==> src/rtl/code_frame_collector_pkg.sv <==
// -----------------------------------------------------------------------------
// code_frame_pkg
// Shared symbol-code constants, FSM state and error encodings for the
// code_frame_collector block and its classifier.
//   CODE_ENTER / CODE_PLUS   : line terminator and term separator codes
//   DIGIT_* / LOWER_* / UPPER_* : inclusive operand code ranges
//   state_t                  : collector FSM states
//   err_t                    : err_code encoding driven on the frame bus
// -----------------------------------------------------------------------------
package code_frame_pkg;

  localparam logic [4:0] CODE_ENTER  = 5'd16;
  localparam logic [4:0] CODE_PLUS   = 5'd17;
  localparam logic [4:0] DIGIT_LO    = 5'd1;
  localparam logic [4:0] DIGIT_HI    = 5'd5;
  localparam logic [4:0] LOWER_LO    = 5'd10;
  localparam logic [4:0] LOWER_HI    = 5'd14;
  localparam logic [4:0] UPPER_LO    = 5'd26;
  localparam logic [4:0] UPPER_HI    = 5'd30;
  // Distance from a lower-case code to its upper-case counterpart.
  localparam logic [4:0] FOLD_OFFSET = 5'd16;

  typedef enum logic [1:0] {
    IDLE    = 2'd0,
    COLLECT = 2'd1,
    DONE    = 2'd2,
    ERROR   = 2'd3
  } state_t;

  typedef enum logic [1:0] {
    ERR_NONE     = 2'd0,
    ERR_ILLEGAL  = 2'd1,
    ERR_SYNTAX   = 2'd2,
    ERR_OVERFLOW = 2'd3
  } err_t;

  // Inclusive range test on a 5-bit code.
  function automatic logic in_range(input logic [4:0] v,
                                    input logic [4:0] lo,
                                    input logic [4:0] hi);
    return (v >= lo) && (v <= hi);
  endfunction

endpackage

==> src/rtl/code_frame_collector_if.sv <==
// -----------------------------------------------------------------------------
// code_frame_collector_if
// Bundles the symbol input handshake and the frame read-out bus.
//   code_valid/code/code_ready : symbol stream from the ASCII-to-code stage
//   frame_valid/frame_len/term_count/err/err_code : frame status
//   rd_addr/rd_data            : registered frame buffer read port
//   frame_ack                  : consumer releases the held frame
// Modports: slave  = the collector
//           master = upstream stage plus minimization core (or a bench)
// -----------------------------------------------------------------------------
interface code_frame_collector_if #(
  parameter int DEPTH     = 16,
  parameter int MAX_TERMS = 8
);
  localparam int LEN_W  = $clog2(DEPTH + 1);
  localparam int TERM_W = $clog2(MAX_TERMS + 1);
  localparam int ADDR_W = $clog2(DEPTH);

  logic              code_valid;
  logic [4:0]        code;
  logic              code_ready;
  logic              frame_valid;
  logic [LEN_W-1:0]  frame_len;
  logic [TERM_W-1:0] term_count;
  logic [ADDR_W-1:0] rd_addr;
  logic [4:0]        rd_data;
  logic              frame_ack;
  logic              err;
  logic [1:0]        err_code;

  modport slave (
    input  code_valid, code, rd_addr, frame_ack,
    output code_ready, frame_valid, frame_len, term_count, rd_data, err, err_code
  );

  modport master (
    output code_valid, code, rd_addr, frame_ack,
    input  code_ready, frame_valid, frame_len, term_count, rd_data, err, err_code
  );

endinterface

==> src/rtl/code_frame_collector_classifier.sv <==
// -----------------------------------------------------------------------------
// code_classifier
// Purely combinational decode of one 5-bit symbol code.
//   code_i       : incoming symbol code
//   is_operand_o : digit 1-5, lower a-e (10-14) or upper A-E (26-30)
//   is_plus_o    : term separator '+'
//   is_enter_o   : line terminator
//   is_illegal_o : any other value
//   store_code_o : value to write into the frame buffer
// Build option COLLECTOR_CASE_FOLD_EN: when defined, lower-case letters are
// stored as their upper-case codes so the core sees one variable alphabet;
// otherwise codes are stored unchanged.
// -----------------------------------------------------------------------------
module code_classifier
  import code_frame_pkg::*;
(
  input  logic [4:0] code_i,
  output logic       is_operand_o,
  output logic       is_plus_o,
  output logic       is_enter_o,
  output logic       is_illegal_o,
  output logic [4:0] store_code_o
);

  logic is_digit;
  logic is_lower;
  logic is_upper;

  assign is_digit     = in_range(code_i, DIGIT_LO, DIGIT_HI);
  assign is_lower     = in_range(code_i, LOWER_LO, LOWER_HI);
  assign is_upper     = in_range(code_i, UPPER_LO, UPPER_HI);
  assign is_operand_o = is_digit || is_lower || is_upper;
  assign is_plus_o    = (code_i == CODE_PLUS);
  assign is_enter_o   = (code_i == CODE_ENTER);
  assign is_illegal_o = !(is_operand_o || is_plus_o || is_enter_o);

`ifdef COLLECTOR_CASE_FOLD_EN
  assign store_code_o = is_lower ? (code_i + FOLD_OFFSET) : code_i;
`else
  assign store_code_o = code_i;
`endif

endmodule

==> src/rtl/code_frame_collector.sv <==
// -----------------------------------------------------------------------------
// code_frame_collector
// Collects accepted symbol codes into a frame buffer forming one line of
// '+'-separated terms ended by Enter, syntax-checks it, then holds the frame
// for the minimization core to read by address until frame_ack.
//   clk   : system clock, rising edge
//   rst_n : synchronous active-low reset
//   bus   : code_frame_collector_if.slave (symbol input, frame status, read port)
// Parameters: DEPTH symbol slots (separators stored, Enter not),
//             MAX_TERMS maximum terms per frame.
// Build option COLLECTOR_CASE_FOLD_EN: fold lower-case letters to upper-case
// codes before storage (handled in code_classifier).
// -----------------------------------------------------------------------------
module code_frame_collector
  import code_frame_pkg::*;
#(
  parameter int DEPTH     = 16,
  parameter int MAX_TERMS = 8
) (
  input  logic                    clk,
  input  logic                    rst_n,
  code_frame_collector_if.slave   bus
);

  localparam int LEN_W  = $clog2(DEPTH + 1);
  localparam int TERM_W = $clog2(MAX_TERMS + 1);
  localparam int ADDR_W = $clog2(DEPTH);

  localparam logic [LEN_W-1:0]  LEN_FULL  = LEN_W'(DEPTH);
  localparam logic [TERM_W-1:0] TERM_FULL = TERM_W'(MAX_TERMS);

  // ---------------------------------------------------------------------------
  // State
  // ---------------------------------------------------------------------------
  state_t            state_q,      state_d;
  logic [LEN_W-1:0]  frame_len_q,  frame_len_d;
  logic [TERM_W-1:0] term_count_q, term_count_d;
  logic              after_plus_q, after_plus_d;   // last stored symbol was '+'
  logic              err_q,        err_d;
  err_t              err_code_q,   err_code_d;
  logic [4:0]        rd_data_q;

  logic [4:0]        frame_mem [DEPTH];
  logic              wr_en;
  logic [ADDR_W-1:0] wr_addr;

  // ---------------------------------------------------------------------------
  // Symbol decode
  // ---------------------------------------------------------------------------
  logic       cls_operand;
  logic       cls_plus;
  logic       cls_enter;
  logic       cls_illegal;
  logic [4:0] cls_store;

  code_classifier u_classifier (
    .code_i       (bus.code),
    .is_operand_o (cls_operand),
    .is_plus_o    (cls_plus),
    .is_enter_o   (cls_enter),
    .is_illegal_o (cls_illegal),
    .store_code_o (cls_store)
  );

  logic code_ready;
  logic accept;

  // The upstream stage holds its code while a frame is waiting for the core.
  assign code_ready = (state_q != DONE);
  assign accept     = bus.code_valid && code_ready;

  // ---------------------------------------------------------------------------
  // Next-state logic
  // ---------------------------------------------------------------------------
  always_comb begin
    state_d      = state_q;
    frame_len_d  = frame_len_q;
    term_count_d = term_count_q;
    after_plus_d = after_plus_q;
    err_d        = err_q;
    err_code_d   = err_code_q;
    wr_en        = 1'b0;
    wr_addr      = ADDR_W'(frame_len_q);

    unique case (state_q)
      IDLE: begin
        if (accept) begin
          if (cls_illegal) begin
            state_d    = ERROR;
            err_d      = 1'b1;
            err_code_d = ERR_ILLEGAL;
          end else if (cls_operand) begin
            // First operand opens a new line and clears any held error.
            wr_en        = 1'b1;
            wr_addr      = '0;
            frame_len_d  = LEN_W'(1);
            term_count_d = TERM_W'(1);
            after_plus_d = 1'b0;
            err_d        = 1'b0;
            err_code_d   = ERR_NONE;
            state_d      = COLLECT;
          end else if (cls_plus) begin
            state_d    = ERROR;
            err_d      = 1'b1;
            err_code_d = ERR_SYNTAX;
          end
          // Enter on an empty line is silently dropped.
        end
      end

      COLLECT: begin
        if (accept) begin
          if (cls_illegal) begin
            state_d    = ERROR;
            err_d      = 1'b1;
            err_code_d = ERR_ILLEGAL;
          end else if (cls_operand) begin
            // An operand after '+' opens a new term; that is where the term
            // limit is enforced.
            if ((frame_len_q == LEN_FULL) ||
                (after_plus_q && (term_count_q == TERM_FULL))) begin
              state_d    = ERROR;
              err_d      = 1'b1;
              err_code_d = ERR_OVERFLOW;
            end else begin
              wr_en        = 1'b1;
              frame_len_d  = frame_len_q + LEN_W'(1);
              after_plus_d = 1'b0;
              if (after_plus_q) begin
                term_count_d = term_count_q + TERM_W'(1);
              end
            end
          end else if (cls_plus) begin
            if (after_plus_q) begin
              state_d    = ERROR;
              err_d      = 1'b1;
              err_code_d = ERR_SYNTAX;
            end else if (frame_len_q == LEN_FULL) begin
              state_d    = ERROR;
              err_d      = 1'b1;
              err_code_d = ERR_OVERFLOW;
            end else begin
              wr_en        = 1'b1;
              frame_len_d  = frame_len_q + LEN_W'(1);
              after_plus_d = 1'b1;
            end
          end else begin
            // Enter: a dangling '+' leaves an empty last term.
            if (after_plus_q) begin
              state_d    = ERROR;
              err_d      = 1'b1;
              err_code_d = ERR_SYNTAX;
            end else begin
              state_d = DONE;
            end
          end
        end
      end

      DONE: begin
        if (bus.frame_ack) begin
          state_d      = IDLE;
          frame_len_d  = '0;
          term_count_d = '0;
          after_plus_d = 1'b0;
        end
      end

      ERROR: begin
        // Everything up to Enter is discarded; err/err_code stay latched so
        // the first detected error is what software sees.
        if (accept && cls_enter) begin
          state_d      = IDLE;
          frame_len_d  = '0;
          term_count_d = '0;
          after_plus_d = 1'b0;
        end
      end

      default: begin
        state_d = IDLE;
      end
    endcase
  end

  // ---------------------------------------------------------------------------
  // Registers
  // ---------------------------------------------------------------------------
  always_ff @(posedge clk) begin
    if (!rst_n) begin
      state_q      <= IDLE;
      frame_len_q  <= '0;
      term_count_q <= '0;
      after_plus_q <= 1'b0;
      err_q        <= 1'b0;
      err_code_q   <= ERR_NONE;
      rd_data_q    <= '0;
    end else begin
      state_q      <= state_d;
      frame_len_q  <= frame_len_d;
      term_count_q <= term_count_d;
      after_plus_q <= after_plus_d;
      err_q        <= err_d;
      err_code_q   <= err_code_d;
      rd_data_q    <= frame_mem[bus.rd_addr];
    end
  end

  // Buffer storage carries no reset so it maps onto block/distributed RAM.
  always_ff @(posedge clk) begin
    if (rst_n && wr_en) begin
      frame_mem[wr_addr] <= cls_store;
    end
  end

  // ---------------------------------------------------------------------------
  // Outputs
  // ---------------------------------------------------------------------------
  assign bus.code_ready  = code_ready;
  assign bus.frame_valid = (state_q == DONE);
  assign bus.frame_len   = frame_len_q;
  assign bus.term_count  = term_count_q;
  assign bus.rd_data     = rd_data_q;
  assign bus.err         = err_q;
  assign bus.err_code    = err_code_q;

endmodule

==> src/flat_wrapper.sv <==
// flat-port wrapper written by rule: the top's interface ports become plain ports
module code_frame_collector_flat import code_frame_pkg::*;
#(
  parameter int DEPTH     = 16,
  parameter int MAX_TERMS = 8
)
  (clk, rst_n, bus_code_valid, bus_code, bus_rd_addr, bus_frame_ack, bus_code_ready, bus_frame_valid, bus_frame_len, bus_term_count, bus_rd_data, bus_err, bus_err_code);
  code_frame_collector_if #(.DEPTH(DEPTH), .MAX_TERMS(MAX_TERMS)) bus_i ();
  input  logic clk;
  input  logic rst_n;
  input wire logic [$bits(bus_i.code_valid)-1:0] bus_code_valid;
  input wire logic [$bits(bus_i.code)-1:0] bus_code;
  input wire logic [$bits(bus_i.rd_addr)-1:0] bus_rd_addr;
  input wire logic [$bits(bus_i.frame_ack)-1:0] bus_frame_ack;
  output wire logic [$bits(bus_i.code_ready)-1:0] bus_code_ready;
  output wire logic [$bits(bus_i.frame_valid)-1:0] bus_frame_valid;
  output wire logic [$bits(bus_i.frame_len)-1:0] bus_frame_len;
  output wire logic [$bits(bus_i.term_count)-1:0] bus_term_count;
  output wire logic [$bits(bus_i.rd_data)-1:0] bus_rd_data;
  output wire logic [$bits(bus_i.err)-1:0] bus_err;
  output wire logic [$bits(bus_i.err_code)-1:0] bus_err_code;
  assign bus_i.code_valid = bus_code_valid;
  assign bus_i.code = bus_code;
  assign bus_i.rd_addr = bus_rd_addr;
  assign bus_i.frame_ack = bus_frame_ack;
  assign bus_code_ready = bus_i.code_ready;
  assign bus_frame_valid = bus_i.frame_valid;
  assign bus_frame_len = bus_i.frame_len;
  assign bus_term_count = bus_i.term_count;
  assign bus_rd_data = bus_i.rd_data;
  assign bus_err = bus_i.err;
  assign bus_err_code = bus_i.err_code;
  code_frame_collector #(.DEPTH(DEPTH), .MAX_TERMS(MAX_TERMS)) u_core (.clk(clk), .rst_n(rst_n), .bus(bus_i));
endmodule
==> config.mk <==
export PLATFORM = sky130hd
export DESIGN_NAME = code_frame_collector_flat
export DESIGN_NICKNAME = d
export VERILOG_FILES = /design/src/rtl/code_frame_collector_pkg.sv /design/src/rtl/code_frame_collector_if.sv /design/src/rtl/code_frame_collector_classifier.sv /design/src/rtl/code_frame_collector.sv /design/src/flat_wrapper.sv
export SDC_FILE = /design/constraint.sdc
export NUM_CORES = 1
export LEC_CHECK = 0
export ABC_CLOCK_PERIOD_IN_PS = 2200
export CAP_MARGIN = 20
export CORE_MARGIN = 2
export CORE_UTILIZATION = 50
export CTS_BUF_LIST = sky130_fd_sc_hd__clkbuf_4
export CTS_CLUSTER_SIZE = 16
export DETAILED_ROUTE_END_ITERATION = 8
export MAX_ROUTING_LAYER = met4
export PLACE_DENSITY = 0.72
export SYNTH_ARGS = -nofsm -noshare
export SYNTH_HDL_FRONTEND = slang
export SYNTH_SLANG_ARGS = --single-unit
==> constraint.sdc <==
create_clock -name clk -period 2.2 [get_ports clk]
set_input_delay 0.22 -clock clk [delete_from_list [all_inputs] [get_ports clk]]
set_output_delay 0.22 -clock clk [all_outputs]
set_load 0.02 [all_outputs]
==> reports/metrics.yaml, run 1 <==
run_status:
  status: "finished clean"
routing:
  wl_per_cell_um: 19.8
  vias_per_cell: 5.84
  routed_wl_um: 9510
  drc: 0
  first_iter_violations: 165
  num_vias: 2810
  ant_nets: 0
  firstDrtPassIters: 4
worst_setup_path:
  end_kind: "flop"
  required_ps: 2350
  crit_type: "flop to flop"
  arrival_ps: 2340
  worstPathMaxFanout: 5
  start_kind: "flop"
synthesis:
  syn_area_mm2: 0.00435
  ys_types: 51
  syn_nets: 300
  async_reset_ff_frac: 0
  synth_seq_cells: 100
  seq_area_frac_synth: 0.644
  synth.avg_cell_area_um2: 15.4
  synthCells: 283
  yosysWarnings: 0
  synth_ff_type: "edfxtp_1"
  synth_edf_count: 80
global_routing:
  grt_usage: 0.221
  grt_pass1_wl_um: 15400
  grt_pass1_vias: 2939
  antenna_found_initial: 0
  grt_max_degree: 21
  gr-total-overflow: 0
layout:
  antennaDiodeCount: 0
  area_growth_pct: 28.1
  drive_gt1_frac: 0.357
  design_area_mm2: 0.00558
  final_cells: 481
  nets: 385
sta:
  clock-skew-final_ps: 20.2
  max_freq_mhz: 456
  setup_violations: 0
  slew_violations: 0
  worstMarginPinSlew_ps: 539
  layout_worst_path_cycle_share: 0.997
  grt_setup_unrepaired: "true"
  relSlewSlack: 0.640
  hold_viol: 0
  finalCriticalPeriod_ps: 2190
  whs_ps: 296
cts:
  hold_buffers: 0
  cts_max_path_buffers: 2
  clkLatencyLatePin_ps: 450
  cts-buffers-inserted: 9
  htreeDepth: 3
  cts.sinks: 100
  cts_tree: "done"
  clk_pin_slew_ps: 140
  clockRootBuffer: "clkbuf_4"
floorplan:
  dieHeight_um: 97.3
  rows: 34
  start_util: 0.507
  io_pins: 32
  core_mm2: 0.00859
  die_width_um: 97.3
  die_area_mm2: 0.00947
place:
  io_buffer_count: 31
  place_inst: 460
  gp_congestion: 0.933
  hpwl_um: 6830
  placed_area_mm2: 0.00530
job:
  drv_cap: 0
pwr:
  ir_drop_mv: 0.342
  powerDensity_mw_per_mm2: 677
  p_leak_nw: 1.91
hold_path:
  hp-class: "input pin to flop"
==> logic make-up (layout without fill, tap and decap cells) <==
group / after synthesis / in the layout / synth area share
AOI/OAI and AO/OA: 43 / 43 / 0.0759
adders and majority gates: 5 / 5 / 0.0141
DFF: 100 / 100 / 0.644
muxes: 28 / 28 / 0.136
and+or+nand+nor: 81 / 81 / 0.104
buffers and inverters: 26 / 116 / 0.0264
==> through the flow <==
step                setup WS [ps]  TNS (ps)  utilization  power [mW]
finish                       5.54         0        0.649        3.77
global route                -94.8     -2820        0.649        3.93
CTS                          1.55         0        0.640        3.77
detailed placement           -614    -51790        0.617        2.84
global placement             -565    -46910        0.617        2.83
floorplan                    -112     -4560            -        2.50
==> registers in the layout, summed over array words and instances (netlist names) <==
| signal | count |
|---|---|
| u_core.bus.term_count | 4 |
| u_core.frame_mem | 80 |
| u_core.bus.err | 1 |
| u_core.bus.rd_data | 5 |
| u_core.after_plus_q | 1 |
| u_core.bus.frame_len | 5 |
| u_core.state_q | 2 |
| u_core.bus.err_code | 2 |
==> cell usage after synthesis (4+ instances only) <==
cell type / number / area, µm²
a21oi_1: 4 / 20.0
and2_1: 7 / 43.8
clkbuf_1: 9 / 33.8
dfxtp_1: 20 / 400
edfxtp_1: 80 / 2400
ha_1: 4 / 50.1
inv_1: 13 / 48.8
mux4_2: 25 / 563
nand2_1: 21 / 78.8
nand3_1: 5 / 25.0
nand4_1: 4 / 25.0
nor2_1: 19 / 71.3
nor3_1: 4 / 20.0
o211ai_1: 5 / 37.5
o21ai_1: 5 / 25.0
o31ai_1: 4 / 30.0
==> worst paths after layout <==
path	from	endpoint	slack, ps	cells past startpoint
setup / recovery	u_core.bus.term_count[0]	u_core.frame_mem[15][0]	6	10
hold / removal	bus_code[0]	u_core.frame_mem[2][0]	300	2
setup reg to reg	u_core.bus.term_count[0]	u_core.frame_mem[15][0]	6	10
hold reg to reg	u_core.bus.err_code[1]	u_core.bus.err_code[1]	470	2
==> critical path: stages (launching register included) <==
cell	delay, ps
dfxtp_2	360
inv_2	50
ha_4	140
nand4b_1	140
nand2_1	90
a21o_1	210
a211oi_4	270
buf_6	170
nand4_4	110
buf_12	170
nor2_4	170
==> cells in the final DEF, fill, tap and decap left out, drive strengths merged, types with 2 or more instances in the layout <==
master,synthesis,layout
inv,13,13
nand2b,3,3
edfxtp,80,80
dfxtp,20,20
or3,2,2
a32o,2,2
nor2,19,19
clkdlybuf4s50,0,25
mux4,25,25
a31oi,2,2
a211oi,3,3
buf,4,56
o41ai,2,2
nor3,7,7
ha,4,4
clkinv,0,3
and2,7,7
clkbuf,9,11
a21oi,4,4
o21ai,8,8
dlymetal6s2s,0,3
o221a,2,2
a21o,3,3
mux2i,3,3
o211ai,5,5
o31ai,4,4
nand2,21,21
nand4,7,7
dlygate4sd2,0,3
nand3,5,5
nor4b,2,2
==> cell type report <==
class | count | area [µm²]
clock inverter | 5 | 53.8
inverter | 13 | 51.3
timing repair buffer | 87 | 807
multi-input combinational | 157 | 1630
fill | 625 | 3020
clock buffer | 11 | 82.6
tap | 108 | 135
sequential | 100 | 2810
==> routing by layer <==
layer  track usage  routed length [µm]  vias to the layer above
met5             -                   0                        -
met4         0.118                 419                        0
met3        0.0432                 400                       35
met2         0.370                4880                      103
met1         0.254                3810                     1379
li1              -                   -                     1293
==> power breakdown <==
group	internal (mW)	leakage (nW)	switching (mW)
clock network	0.367	0.0721	0.565
registers	2.08	0.886	0.0365
logic	0.351	0.948	0.374
==> repair_timing <==
action,4_1_cts,5_1_grt
endpoints found under the setup margin,80,89
pin swaps,6,12
setup buffers,3,2
gates resized for setup,11,14
Note: power is estimated with default switching activity, not from simulation.
==> run 2, diff against run 1 <==
CORE_MARGIN = 10   (was 2)
CTS_CLUSTER_SIZE = not set   (was 16)
==> reports/metrics.yaml, run 2 (synthesized netlist as in run 1, its figures left out) <==
layout:
  design_area_mm2: 0.00563  # +0.99%
  final_common_cell: "edfxtp_1"
  largest_reg_flops: 80  # unchanged
  largest_register: "u_core.frame_mem"
  area_growth_pct: 29.3
  antennaDiodeCount: 0  # unchanged
  nets: 392  # +1.8%
  drive_gt1_frac: 0.368  # +0.0119
  final_cell_mix: "edfxtp_1 (80), buf_4 (53), clkdlybuf4s50_1 (26)"
  fillers: 587  # -6.1%
  final_core_util: 0.675  # +0.0263
floorplan:
  dieHeight_um: 113  # +16%
  die_width_um: 113  # +16%
  io_pins: 32  # unchanged
  die_area_mm2: 0.0128  # +36%
  core_mm2: 0.00834  # -2.9%
  rows: 33  # -2.9%
  start_util: 0.522  # +0.0154
routing:
  routed_wl_um: 9870  # +3.8%
  first_iter_violations: 213  # +29%
  wl_per_cell_um: 20.4  # +2.9%
  firstDrtPassIters: 4  # unchanged
  vias_per_cell: 5.84  # -0.12%
  drc: 0  # unchanged
  ant_nets: 0  # unchanged
  num_vias: 2830  # +0.71%
place:
  hpwl_um: 7330  # +7.3%
  placed_area_mm2: 0.00539  # +1.7%
  gp_congestion: 0.880  # -5.6%
  io_buffer_count: 31  # unchanged
global_routing:
  grt_pass1_wl_um: 16000  # +4.0%
  grt_usage: 0.164  # -0.0574
  grt_pass1_vias: 2843  # -3.3%
  gr-total-overflow: 0  # unchanged
  antenna_found_initial: 0  # unchanged
  grt_max_degree: 22  # +4.8%
sta:
  grt_setup_unrepaired: "true"
  finalCriticalPeriod_ps: 2130  # -67.7 ps
  hold_viol: 0  # unchanged
  setup_violations: 0  # unchanged
  slew_violations: 0  # unchanged
  layout_worst_path_cycle_share: 0.967  # -0.0308
  whs_ps: 305  # +8.65 ps
  relSlewSlack: 0.713  # +0.0727
  max_freq_mhz: 470  # +3.2%
  clock-skew-final_ps: 11.8  # -8.42 ps
  worstMarginPinSlew_ps: 430  # -109 ps
worst_setup_path:
  arrival_ps: 2270  # -70 ps
  endpoint: "u_core.frame_mem[6][1]"
  crit_type: "flop to flop"
  reg2reg_depth: 10  # unchanged
  rrSetupSlack_ps: 70  # +70 ps
  cp_cell_sequence: "inv_1, ha_2, nand4b_1, nand2_2, a21o_1, a211oi_4, buf_6, nand4_4, buf_12, nor2_4"
  end_kind: "flop"
  start_kind: "flop"
  crit_start: "u_core.bus.term_count[0]"
  regToRegStartpoint: "u_core.bus.term_count[0]"
  slowest_stage: "dfxtp_2"
  required_ps: 2340  # about the same
  worstPathMaxFanout: 5  # unchanged
  crit-reg2reg-capture: "u_core.frame_mem[6][1]"
  cpPeakStageDelay_ps: 360  # about the same
cts:
  hold_buffers: 0  # unchanged
  cts-buffers-inserted: 9  # unchanged
  clockRootBuffer: "clkbuf_4"
  cts.sinks: 100  # unchanged
  cts_max_path_buffers: 2  # unchanged
  clk_pin_slew_ps: 160  # +20 ps
  htreeDepth: 3  # unchanged
  cts_tree: "done"
  clkLatencyLatePin_ps: 440  # about the same
pwr:
  powerDensity_mw_per_mm2: 679  # +0.37%
  p_leak_nw: 1.91  # +0.26%
  ir_drop_mv: 0.344  # +0.64%
hold_path:
  hp-class: "input pin to flop"
run_status:
  status: "finished clean"
job:
  drv_cap: 0  # unchanged
run 2: cell count changes in the layout (fill, tap and decap cells not counted), moves of 2 or more:
cell            delta
buf_12             +3
buf_4              +7
buf_6              -3
clkbuf_4           -2
clkinv_1           -2
dlygate4sd2_1      +2
dlymetal6s2s_1     -3
inv_2              -2
run 2: critical path, delay by kind of cell (launching register included):
| family | cells | cell delay [ps] |
|---|---|---|
| AND/OR/NAND/NOR | 4 | 460 |
| adder cells (fa/ha/maj) | 1 | 180 |
| AO/OA/AOI/OAI | 2 | 440 |
| flip-flops | 1 | 360 |
| buffers and inverters | 3 | 380 |
run 2: per-stage QoR:
step                      instances  total power [mW]  setup slack (ps)  setup TNS, ps
final                           485              3.83              73.3              0
after global routing            485              3.99             -20.9           -195
after CTS                       484              3.84              3.81              0
after detailed placement        466              2.85              -729         -56560
after global placement          466              2.84              -683         -54610
after floorplan                 283              2.50              -112          -4560
run 2: final cells by class:
type                       instances  area [µm²]  area share
clock buffer                       9        67.6      0.0120
clock inverter                     7        82.6      0.0147
inverter                          13        53.8     0.00955
multi-input combinational        157        1610       0.285
sequential                       100        2810       0.499
tap                              105         131      0.0233
timing repair buffer              94         876       0.156
run 2: how the worst min path moves through the flow:
| stage | slack [ps] | startpoint | cells past startpoint | to |
|---|---|---|---|---|
| after floorplan | 320 | bus_code[0] | 0 | u_core.frame_mem[0][0] |
| after global placement | 450 | u_core.bus.err_code[1] | 2 | u_core.bus.err_code[1] |
| after detailed placement | 490 | u_core.bus.err_code[1] | 2 | u_core.bus.err_code[1] |
| after CTS | 270 | bus_code[0] | 1 | u_core.frame_mem[13][0] |
| after global routing | 260 | bus_code[0] | 1 | u_core.frame_mem[15][0] |
| final | 300 | bus_code[0] | 1 | u_core.frame_mem[15][0] |
run 2: timing repair:
item,4_1_cts,5_1_grt
endpoints found under the setup margin,85,65
pin swaps,4,3
hold endpoints to repair,0,0
resized for setup,10,7
setup buffers,2,1
run 2: report_power, final:
part | internal (mW) | switching [mW]
Combinational | 0.337 | 0.375
Clock | 0.363 | 0.640
Sequential | 2.08 | 0.0300
Total | 2.78 | 1.05
run 2: metal layers:
layer	global-route usage	wire length (µm)	vias up
li1	-	-	1310
met1	0.218	4550	1413
met2	0.243	4650	90
met3	0.0365	510	17
met4	0.0550	167	0
met5	-	0	-
==> run 3, diff against run 2 <==
ABC_AREA = 0   (was not set)
==> results of run 3 <==
The final DEF is identical to that of run 2; final timing and power are the same.
